$ cat config.mk
export PLATFORM = sky130hd
export DESIGN_NAME = fetch_queue_flat
export DESIGN_NICKNAME = d
export VERILOG_FILES = /design/src/rtl/fetch_queue_if.sv /design/src/rtl/fetch_queue.sv /design/src/flat_wrapper.sv
export SDC_FILE = /design/constraint.sdc
export NUM_CORES = 1
export LEC_CHECK = 0
export ABC_CLOCK_PERIOD_IN_PS = 5500
export CAP_MARGIN = 20
export CORE_MARGIN = 8
export CORE_UTILIZATION = 61
export CTS_BUF_LIST = sky130_fd_sc_hd__clkbuf_8
export DETAILED_ROUTE_END_ITERATION = 10
export GPL_ROUTABILITY_DRIVEN = 0
export PLACE_DENSITY = 0.87
export SETUP_SLACK_MARGIN = 0.02
export SYNTH_ARGS = -nofsm -noshare
export SYNTH_HDL_FRONTEND = slang
export SYNTH_SLANG_ARGS = --single-unit
$ cat constraint.sdc
create_clock -name clk -period 5.5 [get_ports clk]
set_input_delay 1.1 -clock clk [delete_from_list [all_inputs] [get_ports clk]]
set_output_delay 1.1 -clock clk [all_outputs]
set_load 0.01 [all_outputs]
$ cat src/rtl/fetch_queue_if.sv
// Fetch-queue bus: push side from the fetch stage, pop side to the issue register.
// master = fetch/issue side driving the queue, slave = the queue itself.
interface fetch_queue_if #(
  parameter int unsigned DEPTH   = 4,
  parameter int unsigned PC_W    = 32,
  parameter int unsigned INSTR_W = 32
);
  logic                         push_valid_fq_i;
  logic                         push_ready_fq_o;
  logic [PC_W-1:0]              pc_fq_i;
  logic [INSTR_W-1:0]           instr_fq_i;
  logic                         pop_ready_fq_i;
  logic                         pop_valid_fq_o;
  logic [PC_W-1:0]              pc_fq_o;
  logic [INSTR_W-1:0]           instr_fq_o;
  logic                         flush_fq_i;
  logic [$clog2(DEPTH+1)-1:0]   count_fq_o;

  modport master (
    output push_valid_fq_i, pc_fq_i, instr_fq_i, pop_ready_fq_i, flush_fq_i,
    input  push_ready_fq_o, pop_valid_fq_o, pc_fq_o, instr_fq_o, count_fq_o
  );

  modport slave (
    input  push_valid_fq_i, pc_fq_i, instr_fq_i, pop_ready_fq_i, flush_fq_i,
    output push_ready_fq_o, pop_valid_fq_o, pc_fq_o, instr_fq_o, count_fq_o
  );
endinterface

$ cat src/rtl/fetch_queue.sv
// Instruction fetch queue: DEPTH-entry {pc, instr} FIFO between fetch and issue.
// Registered pop side (1-cycle minimum latency); flush empties the queue.
// Optional macro FETCH_QUEUE_BYPASS_EN: zero-latency pass-through when empty.
module fetch_queue #(
  parameter int unsigned DEPTH   = 4,
  parameter int unsigned PC_W    = 32,
  parameter int unsigned INSTR_W = 32
) (
  input  logic         clk,
  input  logic         reset,
  fetch_queue_if.slave fq
);
  localparam int unsigned PTR_W = $clog2(DEPTH);
  localparam int unsigned CNT_W = $clog2(DEPTH+1);
  localparam logic [PTR_W-1:0] PTR_ONE  = PTR_W'(1);
  localparam logic [CNT_W-1:0] CNT_ONE  = CNT_W'(1);
  localparam logic [CNT_W-1:0] CNT_FULL = CNT_W'(DEPTH);

  typedef enum logic [1:0] {EMPTY, PARTIAL, FULL} state_t;

  state_t             state_q, state_d;
  logic [CNT_W-1:0]   count_q, count_d;
  logic [PTR_W-1:0]   rd_ptr_q, rd_ptr_d;
  logic [PTR_W-1:0]   wr_ptr_q, wr_ptr_d;
  logic [PC_W-1:0]    pc_mem    [DEPTH];
  logic [INSTR_W-1:0] instr_mem [DEPTH];

  logic bypass_vis;
  logic bypass_take;
  logic wr_en;
  logic rd_en;

`ifdef FETCH_QUEUE_BYPASS_EN
  assign bypass_vis = (state_q == EMPTY) && fq.push_valid_fq_i && !fq.flush_fq_i;
`else
  assign bypass_vis = 1'b0;
`endif
  assign bypass_take = bypass_vis && fq.pop_ready_fq_i;

  // Handshake qualifiers; flush overrides both sides, bypassed entries skip storage.
  assign wr_en = fq.push_valid_fq_i && (state_q != FULL) && !fq.flush_fq_i && !bypass_take;
  assign rd_en = fq.pop_ready_fq_i && (state_q != EMPTY) && !fq.flush_fq_i;

  // State register: occupancy, pointers and FSM state.
  always_ff @(posedge clk or posedge reset) begin
    if (reset) begin
      state_q  <= EMPTY;
      count_q  <= '0;
      rd_ptr_q <= '0;
      wr_ptr_q <= '0;
    end else begin
      state_q  <= state_d;
      count_q  <= count_d;
      rd_ptr_q <= rd_ptr_d;
      wr_ptr_q <= wr_ptr_d;
    end
  end

  // Storage write; contents are intentionally not reset.
  always_ff @(posedge clk) begin
    if (wr_en) begin
      pc_mem[wr_ptr_q]    <= fq.pc_fq_i;
      instr_mem[wr_ptr_q] <= fq.instr_fq_i;
    end
  end

  // Next-state: pointer/count update, state derived from the new count.
  always_comb begin
    rd_ptr_d = rd_ptr_q;
    wr_ptr_d = wr_ptr_q;
    count_d  = count_q;
    state_d  = state_q;
    if (fq.flush_fq_i) begin
      rd_ptr_d = '0;
      wr_ptr_d = '0;
      count_d  = '0;
    end else begin
      if (wr_en) wr_ptr_d = wr_ptr_q + PTR_ONE;
      if (rd_en) rd_ptr_d = rd_ptr_q + PTR_ONE;
      case ({wr_en, rd_en})
        2'b10:   count_d = count_q + CNT_ONE;
        2'b01:   count_d = count_q - CNT_ONE;
        default: count_d = count_q;
      endcase
    end
    if (count_d == '0)            state_d = EMPTY;
    else if (count_d == CNT_FULL) state_d = FULL;
    else                          state_d = PARTIAL;
  end

  // Outputs: ready from state only, head data zeroed while not valid.
  always_comb begin
    fq.push_ready_fq_o = (state_q != FULL);
    fq.pop_valid_fq_o  = 1'b0;
    fq.pc_fq_o         = '0;
    fq.instr_fq_o      = '0;
    if (bypass_vis) begin
      fq.pop_valid_fq_o = 1'b1;
      fq.pc_fq_o        = fq.pc_fq_i;
      fq.instr_fq_o     = fq.instr_fq_i;
    end else if (state_q != EMPTY) begin
      fq.pop_valid_fq_o = 1'b1;
      fq.pc_fq_o        = pc_mem[rd_ptr_q];
      fq.instr_fq_o     = instr_mem[rd_ptr_q];
    end
  end

  assign fq.count_fq_o = count_q;

`ifndef SYNTHESIS
  int unsigned stall_cnt;

  // Consecutive cycles the fetch side has been held off by a full queue.
  always_ff @(posedge clk or posedge reset) begin
    if (reset)                                          stall_cnt <= 0;
    else if (fq.push_valid_fq_i && !fq.push_ready_fq_o) stall_cnt <= stall_cnt + 32'd1;
    else                                                stall_cnt <= 0;
  end

  // Flag a push held off for more than 64 cycles.
  always_ff @(posedge clk) begin
    if (!reset) begin
      assert (stall_cnt <= 64) else $error("fetch_queue: push stalled over 64 cycles");
    end
  end
`endif
endmodule

$ cat src/flat_wrapper.sv
// flat-port wrapper written by rule: the top's interface ports become plain ports
module fetch_queue_flat 
#(
  parameter int unsigned DEPTH   = 4,
  parameter int unsigned PC_W    = 32,
  parameter int unsigned INSTR_W = 32
)
  (clk, reset, fq_push_valid_fq_i, fq_pc_fq_i, fq_instr_fq_i, fq_pop_ready_fq_i, fq_flush_fq_i, fq_push_ready_fq_o, fq_pop_valid_fq_o, fq_pc_fq_o, fq_instr_fq_o, fq_count_fq_o);
  fetch_queue_if #(.DEPTH(DEPTH), .PC_W(PC_W), .INSTR_W(INSTR_W)) fq_i ();
  input  logic clk;
  input  logic reset;
  input wire logic [$bits(fq_i.push_valid_fq_i)-1:0] fq_push_valid_fq_i;
  input wire logic [$bits(fq_i.pc_fq_i)-1:0] fq_pc_fq_i;
  input wire logic [$bits(fq_i.instr_fq_i)-1:0] fq_instr_fq_i;
  input wire logic [$bits(fq_i.pop_ready_fq_i)-1:0] fq_pop_ready_fq_i;
  input wire logic [$bits(fq_i.flush_fq_i)-1:0] fq_flush_fq_i;
  output wire logic [$bits(fq_i.push_ready_fq_o)-1:0] fq_push_ready_fq_o;
  output wire logic [$bits(fq_i.pop_valid_fq_o)-1:0] fq_pop_valid_fq_o;
  output wire logic [$bits(fq_i.pc_fq_o)-1:0] fq_pc_fq_o;
  output wire logic [$bits(fq_i.instr_fq_o)-1:0] fq_instr_fq_o;
  output wire logic [$bits(fq_i.count_fq_o)-1:0] fq_count_fq_o;
  assign fq_i.push_valid_fq_i = fq_push_valid_fq_i;
  assign fq_i.pc_fq_i = fq_pc_fq_i;
  assign fq_i.instr_fq_i = fq_instr_fq_i;
  assign fq_i.pop_ready_fq_i = fq_pop_ready_fq_i;
  assign fq_i.flush_fq_i = fq_flush_fq_i;
  assign fq_push_ready_fq_o = fq_i.push_ready_fq_o;
  assign fq_pop_valid_fq_o = fq_i.pop_valid_fq_o;
  assign fq_pc_fq_o = fq_i.pc_fq_o;
  assign fq_instr_fq_o = fq_i.instr_fq_o;
  assign fq_count_fq_o = fq_i.count_fq_o;
  fetch_queue #(.DEPTH(DEPTH), .PC_W(PC_W), .INSTR_W(INSTR_W)) u_core (.clk(clk), .reset(reset), .fq(fq_i));
endmodule
# After elaboration in Yosys (flattened, before gate mapping)

Memory sizes are Yosys's and may differ from the RTL's.
Index checks and enable logic that the tools add are counted.

Output and inout bits: 69
Memories kept: 2
Register bits after elaboration: 9
Bits in writable memories: 256

Memory list:

| memory           | words | width | read ports | clocked after memory_dff | write ports | line              | text |
|---|---|---|---|---|---|---|---|
| u_core.instr_mem | 4     | 32    | 1          | 0                        | 1           | fetch_queue.sv:26 | `logic [INSTR_W-1:0] instr_mem [DEPTH];` |
| u_core.pc_mem    | 4     | 32    | 1          | 0                        | 1           | fetch_queue.sv:25 | `logic [PC_W-1:0] pc_mem [DEPTH];` |

Add/subtract/negate cells: 4
Reductions and logical operators: 9
Eq/ne operators: 4
Muxes and demuxes: 13

Operators by type and width:

| kind                  | count |
|---|---|
| $mux W32              | 2 |
| $mux W2               | 6 |
| $pmux W3 S2           | 1 |
| $reduce_bool A2 Y1    | 3 |
| $add A2 B1 Y2 const B | 2 |
| $logic_and A1 B1 Y1   | 4 |
| $add A3 B1 Y3 const B | 1 |
| $eq A3 B3 Y1 const B  | 1 |
| $logic_not A3 Y1      | 1 |
| $mux W1               | 3 |
| $mux W3               | 1 |
| $sub A3 B1 Y3 const B | 1 |
| $eq A2 B1 Y1 const B  | 1 |
| $eq A2 B2 Y1 const B  | 1 |
| $ne A2 B2 Y1 const B  | 1 |
| $logic_not A1 Y1      | 1 |

# Longest topological paths before layout

Depth after elaboration: 9
Mapped depth: 8
Depth with buffers taken out: 8

# Worst setup path after synthesis

OpenSTA, ideal clock, no wires.

Path type: in2reg
Start point: input port fq_push_valid_fq_i
End point: memory u_core.instr_mem[0][0] (enable)
Library setup time: 429 ps
Arrival: 2993 ps
Cell stages on the path: 3
Setup slack: 2079 ps
Path through: inv_1 nor3_1 and2_1

Longest elaborated chain between the ends: 4

Ends and longest elaborated chain:

| what                             | line               | text |
|---|---|---|
| start: declaration               | flat_wrapper.sv:12 | `input wire logic [$bits(fq_i.push_valid_fq_i)-1:0] fq_push_valid_fq_i;` |
| $logic_and A1 B1 Y1 (2 in a row) | fetch_queue.sv:41  | `assign wr_en = fq.push_valid_fq_i && (state_q != FULL) && !fq.flush_fq_i && !bypass_take;` |
| $mux W1                          | fetch_queue.sv:61  | `if (wr_en) begin` |
| $mux W1 (implied by the code)    | fetch_queue.sv:63  | `instr_mem[wr_ptr_q] <= fq.instr_fq_i;` |
| end: declaration                 | fetch_queue.sv:26  |  |

No other way between the ends.

# Worst setup path after layout

Start point: register u_core.rd_ptr_q[0]
End point: output port fq_instr_fq_o[9]

Longest elaborated chain between the ends: 2

Ends and longest elaborated chain:

| what                     | line               | text |
|---|---|---|
| start: declaration       | fetch_queue.sv:23  | `logic [PTR_W-1:0] rd_ptr_q, rd_ptr_d;` |
| start signal: assignment | fetch_queue.sv:54  | `rd_ptr_q <= rd_ptr_d;` |
| $mem_v2 Z4 W32           | n/a                |  |
| $mux W32                 | fetch_queue.sv:101 | `end else if (state_q != EMPTY) begin` |
| end: declaration         | flat_wrapper.sv:20 | `output wire logic [$bits(fq_i.instr_fq_o)-1:0] fq_instr_fq_o;` |

No other way between the ends.

==> results.txt <==
----------------------------------------------------
[Timing]
  Unrepaired setup endpoints after global routing ... no
  Maximum frequency from static timing analysis ... ~0.24 GHz
  Least-Margin Pin Slew ... 983 ps
  Summed negative setup slack over all endpoints ... 0 ps
  Minimum period implied by the final worst setup slack ... 4110 ps
  Max-slew violations ... 0
  Endpoints failing hold ... 0
  Worst rel slew slack ... 0.345
  Total setup violations reported at the end of the flow ... 0
  Worst setup skew after layout ... 21.9 ps
  Share of the clock period used by the worst path ... 0.748

[Synthesis]
  Avg Inst Size Synth ... 22.2 um2
  Complex-gate fraction of the synthesized area ... 0.00491
  Instance count of the mapped netlist ... 460
  Cell type with the highest aggregate area in the netlist ... sky130_fd_sc_hd__edfxtp_1
  Synthesized area ... 10200 um2
  Biggest area contributors in the synthesized netlist ... sky130_fd_sc_hd__edfxtp_1, sky130_fd_sc_hd__mux4_2, sky130_fd_sc_hd__and2_1, sky130_fd_sc_hd__dfrtp_1, sky130_fd_sc_hd__ha_1
  Adder-cell share of the synthesized area ... 0.00810
  Proportion of synthesized chip area in sequential cells ... 0.776
  Share of the synthesized netlist area taken by xor and xnor gates ... 0.00344
  Post-synth net total ... around 540
  Synthesis Warnings ... 0
  Proportion of synthesized area in mux cells ... 0.142
  Post-synth cell types ... 25
  Simple-gate area share of the yosys netlist ... 0.0492
  Number of register bits inferred by synthesis ... ~270
  Dominant combinational cell family by area after synthesis ... multiplexers
  Post-synth top area share ... 0.754

[Power and ir drop]
  Total power per unit cell area ... 328 nW/um2
  Reported leakage power ... 4.02 nW
  Peak supply drop ... ~0.00022 V

[Die]
  Core region area ... 16500 um2
  Starting density of the core ... 0.619
  Row cnt ... 47
  Die width ... 145 um
  Area of the die ... 21100 um2
  Vertical die dimension ... 145 um
  IO Pins ... 138

[Route]
  Routed len/inst ... 22.0 um
  Final routed wirelength across all metal layers ... about 19000 um
  Via Count ... 4932
  Drt initial violations ... between 200 and 300
  DR vias/cell ... ~5.7
  DRC errors left ... 0
  Antenna violation net count after detailed routing ... 0
  Count of TritonRoute iterations in the first routing pass ... 5

[Global routing]
  Global-route wire length before repair ... approximately 30000 um
  Global routing usage summed across all routing layers ... 0.180
  Total grt overflow ... 0
  Number of global-route vias before repair ... 5476
  Number of antenna violations at the first check in global routing ... 1
  Pin count of the biggest net entering global routing ... 66

[Run status]
  Result of the run ... completed

[CTS]
  Max H-tree Level ... 2
  Number of sinks on the clock net ... 265
  # hold bufs at CTS ... 0
  Post-CTS Setup Inserts ... 0
  TritonCTS clock tree ... yes
  Count of instances resized after the clock tree is built ... 0
  Clock tree root driver cell ... sky130_fd_sc_hd__clkbuf_8
  Insertion delay of the later-clocked pin in the worst-skew pair ... 510 ps
  Number of buffers created by CTS ... 40
  Clock Tree Buf Depth ... 3
  Clock-pin transition on the worst setup and hold timing paths ... 60 ps

[Placed design]
  DP Cell Count ... approximately 800
  Total of buffers placed on input and output ports ... 137
  HPWL Detailed ... 11200 um

[Worst setup path]
  Nature of the critical path startpoint ... flop
  Required time of the worst setup path ... 4400 ps
  Type of the worst setup path ... reg -> out
  Worst-case reg-to-reg path depth ... 8
  Crit end category ... primary output
  Data arrival time of the worst path ... between 3000 and 4000 ps
  Largest fanout of any net on the critical path ... 42

[Final layout]
  Number of fillers in the final layout ... 894
  Fraction of layout instances using a drive strength above 1 ... 0.177
  Utilization of the core after routing ... 0.755
  Layout overhead on the synthesized area ... 21.9%
  Cell Count, Final, Fillers Out ... about 870
  Net count of the finished layout ... between 600 and 700

[Run]
  Max-cap viol count ... 0

[Worst hold path]
  Type of the worst min-delay path ... reg -> reg
  Count of cells along the worst hold path ... 2

----------------------------------------------------
## metrics by stage
step                      total power [mW]  worst slack [ps]  area (um2)  hold WS (ps)
after detailed placement              2.77              1650       11700           598
after CTS                             4.11              1270       12400           607
final                                 4.07              1390       12400           610
after floorplan                       2.55              2080       10200           557
after global routing                  4.23              1160       12400           637
after global placement                2.75              1800       11700           571
## path summary, 6_finish.rpt
path	start	endpoint	slack (ps)
setup / recovery	u_core.rd_ptr_q[0]	fq_instr_fq_o[9]	1390
hold reg to reg	u_core.wr_ptr_q[0]	u_core.wr_ptr_q[0]	610
setup reg to reg	u_core.state_q[1]	u_core.state_q[1]	2910
hold / removal	u_core.wr_ptr_q[0]	u_core.wr_ptr_q[0]	610
max in group asynchronous	reset	u_core.rd_ptr_q[0]	4340
min in group asynchronous	reset	u_core.fq.count_fq_o[1]	870
## cells by family (layout without fill, tap and decap cells)
logic type,count (synthesis),in the layout
buffers and inverters,28,212
multiplexers,65,65
XOR/XNOR,4,4
other,0,1
flip-flops,265,265
AO/OA/AOI/OAI,9,9
AND/OR/NAND/NOR,83,83
adder cells (fa/ha/maj),6,6
## power breakdown
group | switching [mW] | internal, mW | total (mW)
Sequential | 0.0367 | 2.27 | 2.31
Combinational | 0.174 | 0.242 | 0.416
Clock | 0.669 | 0.683 | 1.35
Total | 0.880 | 3.19 | 4.07
## registers in the layout (all words and copies together) (netlist names)
signal and count:
u_core.rd_ptr_q 2, u_core.instr_mem 128, u_core.wr_ptr_q 2, u_core.pc_mem 128, u_core.state_q 2, u_core.fq.count_fq_o 3
## synthesized netlist by cell type
library cell / number
sky130_fd_sc_hd__inv_1: 6
sky130_fd_sc_hd__a21oi_1: 3
sky130_fd_sc_hd__mux4_2: 64
sky130_fd_sc_hd__and2_1: 68
sky130_fd_sc_hd__o211ai_1: 1
sky130_fd_sc_hd__nor2_1: 6
sky130_fd_sc_hd__nor2b_1: 1
sky130_fd_sc_hd__dfrtp_1: 9
sky130_fd_sc_hd__or2_2: 1
sky130_fd_sc_hd__or3_1: 1
sky130_fd_sc_hd__edfxtp_1: 256
sky130_fd_sc_hd__buf_4: 2
sky130_fd_sc_hd__nor3b_1: 2
sky130_fd_sc_hd__nand3_1: 2
sky130_fd_sc_hd__mux2i_1: 1
sky130_fd_sc_hd__buf_2: 6
sky130_fd_sc_hd__ha_1: 5
sky130_fd_sc_hd__fa_1: 1
sky130_fd_sc_hd__xor2_1: 3
sky130_fd_sc_hd__xnor2_1: 1
sky130_fd_sc_hd__o21ai_0: 4
sky130_fd_sc_hd__nor3_1: 2
sky130_fd_sc_hd__a211oi_1: 1
sky130_fd_sc_hd__buf_6: 5
sky130_fd_sc_hd__clkbuf_1: 9
## critical path: stages, from the launching register on
cell and delay (ps):
sky130_fd_sc_hd__dfrtp_4 970, sky130_fd_sc_hd__buf_12 320, sky130_fd_sc_hd__mux4_2 530, sky130_fd_sc_hd__and2_1 190, sky130_fd_sc_hd__clkdlybuf4s50_1 500
## final cells by class
cell class,count,area [um2],share of cell area
antenna,1,2.50,0.000201
multi-input combinational,167,2130,0.172
clock inverter,26,97.6,0.00785
sequential,265,7920,0.637
clock buffer,41,564,0.0454
inverter,6,22.5,0.00181
tap,220,275,0.0222
timing repair buffer,139,1410,0.114
## cells in the final DEF, fill, tap and decap left out, types with 2 or more instances in the layout
master                            Yosys  layout
sky130_fd_sc_hd__nor3_1               2       2
sky130_fd_sc_hd__dfrtp_4              0       2
sky130_fd_sc_hd__nor2_1               6       6
sky130_fd_sc_hd__xor2_1               3       3
sky130_fd_sc_hd__clkinv_1             0       9
sky130_fd_sc_hd__mux4_2              64      64
sky130_fd_sc_hd__clkbuf_8             0      41
sky130_fd_sc_hd__edfxtp_1           256     256
sky130_fd_sc_hd__and2_1              68      64
sky130_fd_sc_hd__dfrtp_1              9       7
sky130_fd_sc_hd__nor3b_1              2       2
sky130_fd_sc_hd__and2_4               0       4
sky130_fd_sc_hd__clkdlybuf4s50_1      0     137
sky130_fd_sc_hd__o21ai_0              4       4
sky130_fd_sc_hd__ha_1                 5       5
sky130_fd_sc_hd__nand3_1              2       2
sky130_fd_sc_hd__inv_1                6      23
sky130_fd_sc_hd__buf_12               0       2
sky130_fd_sc_hd__a21oi_1              3       3
## per-layer routing
metal  vias to the layer above  share of wire  global-route usage
met5                         -              0                   0
met4                         0          0.020              0.0708
met3                        30          0.064              0.0417
met2                       177           0.51               0.303
met1                      2549           0.40               0.225
li1                       2176              -                   -
Note: power is estimated with default switching activity, not from simulation.
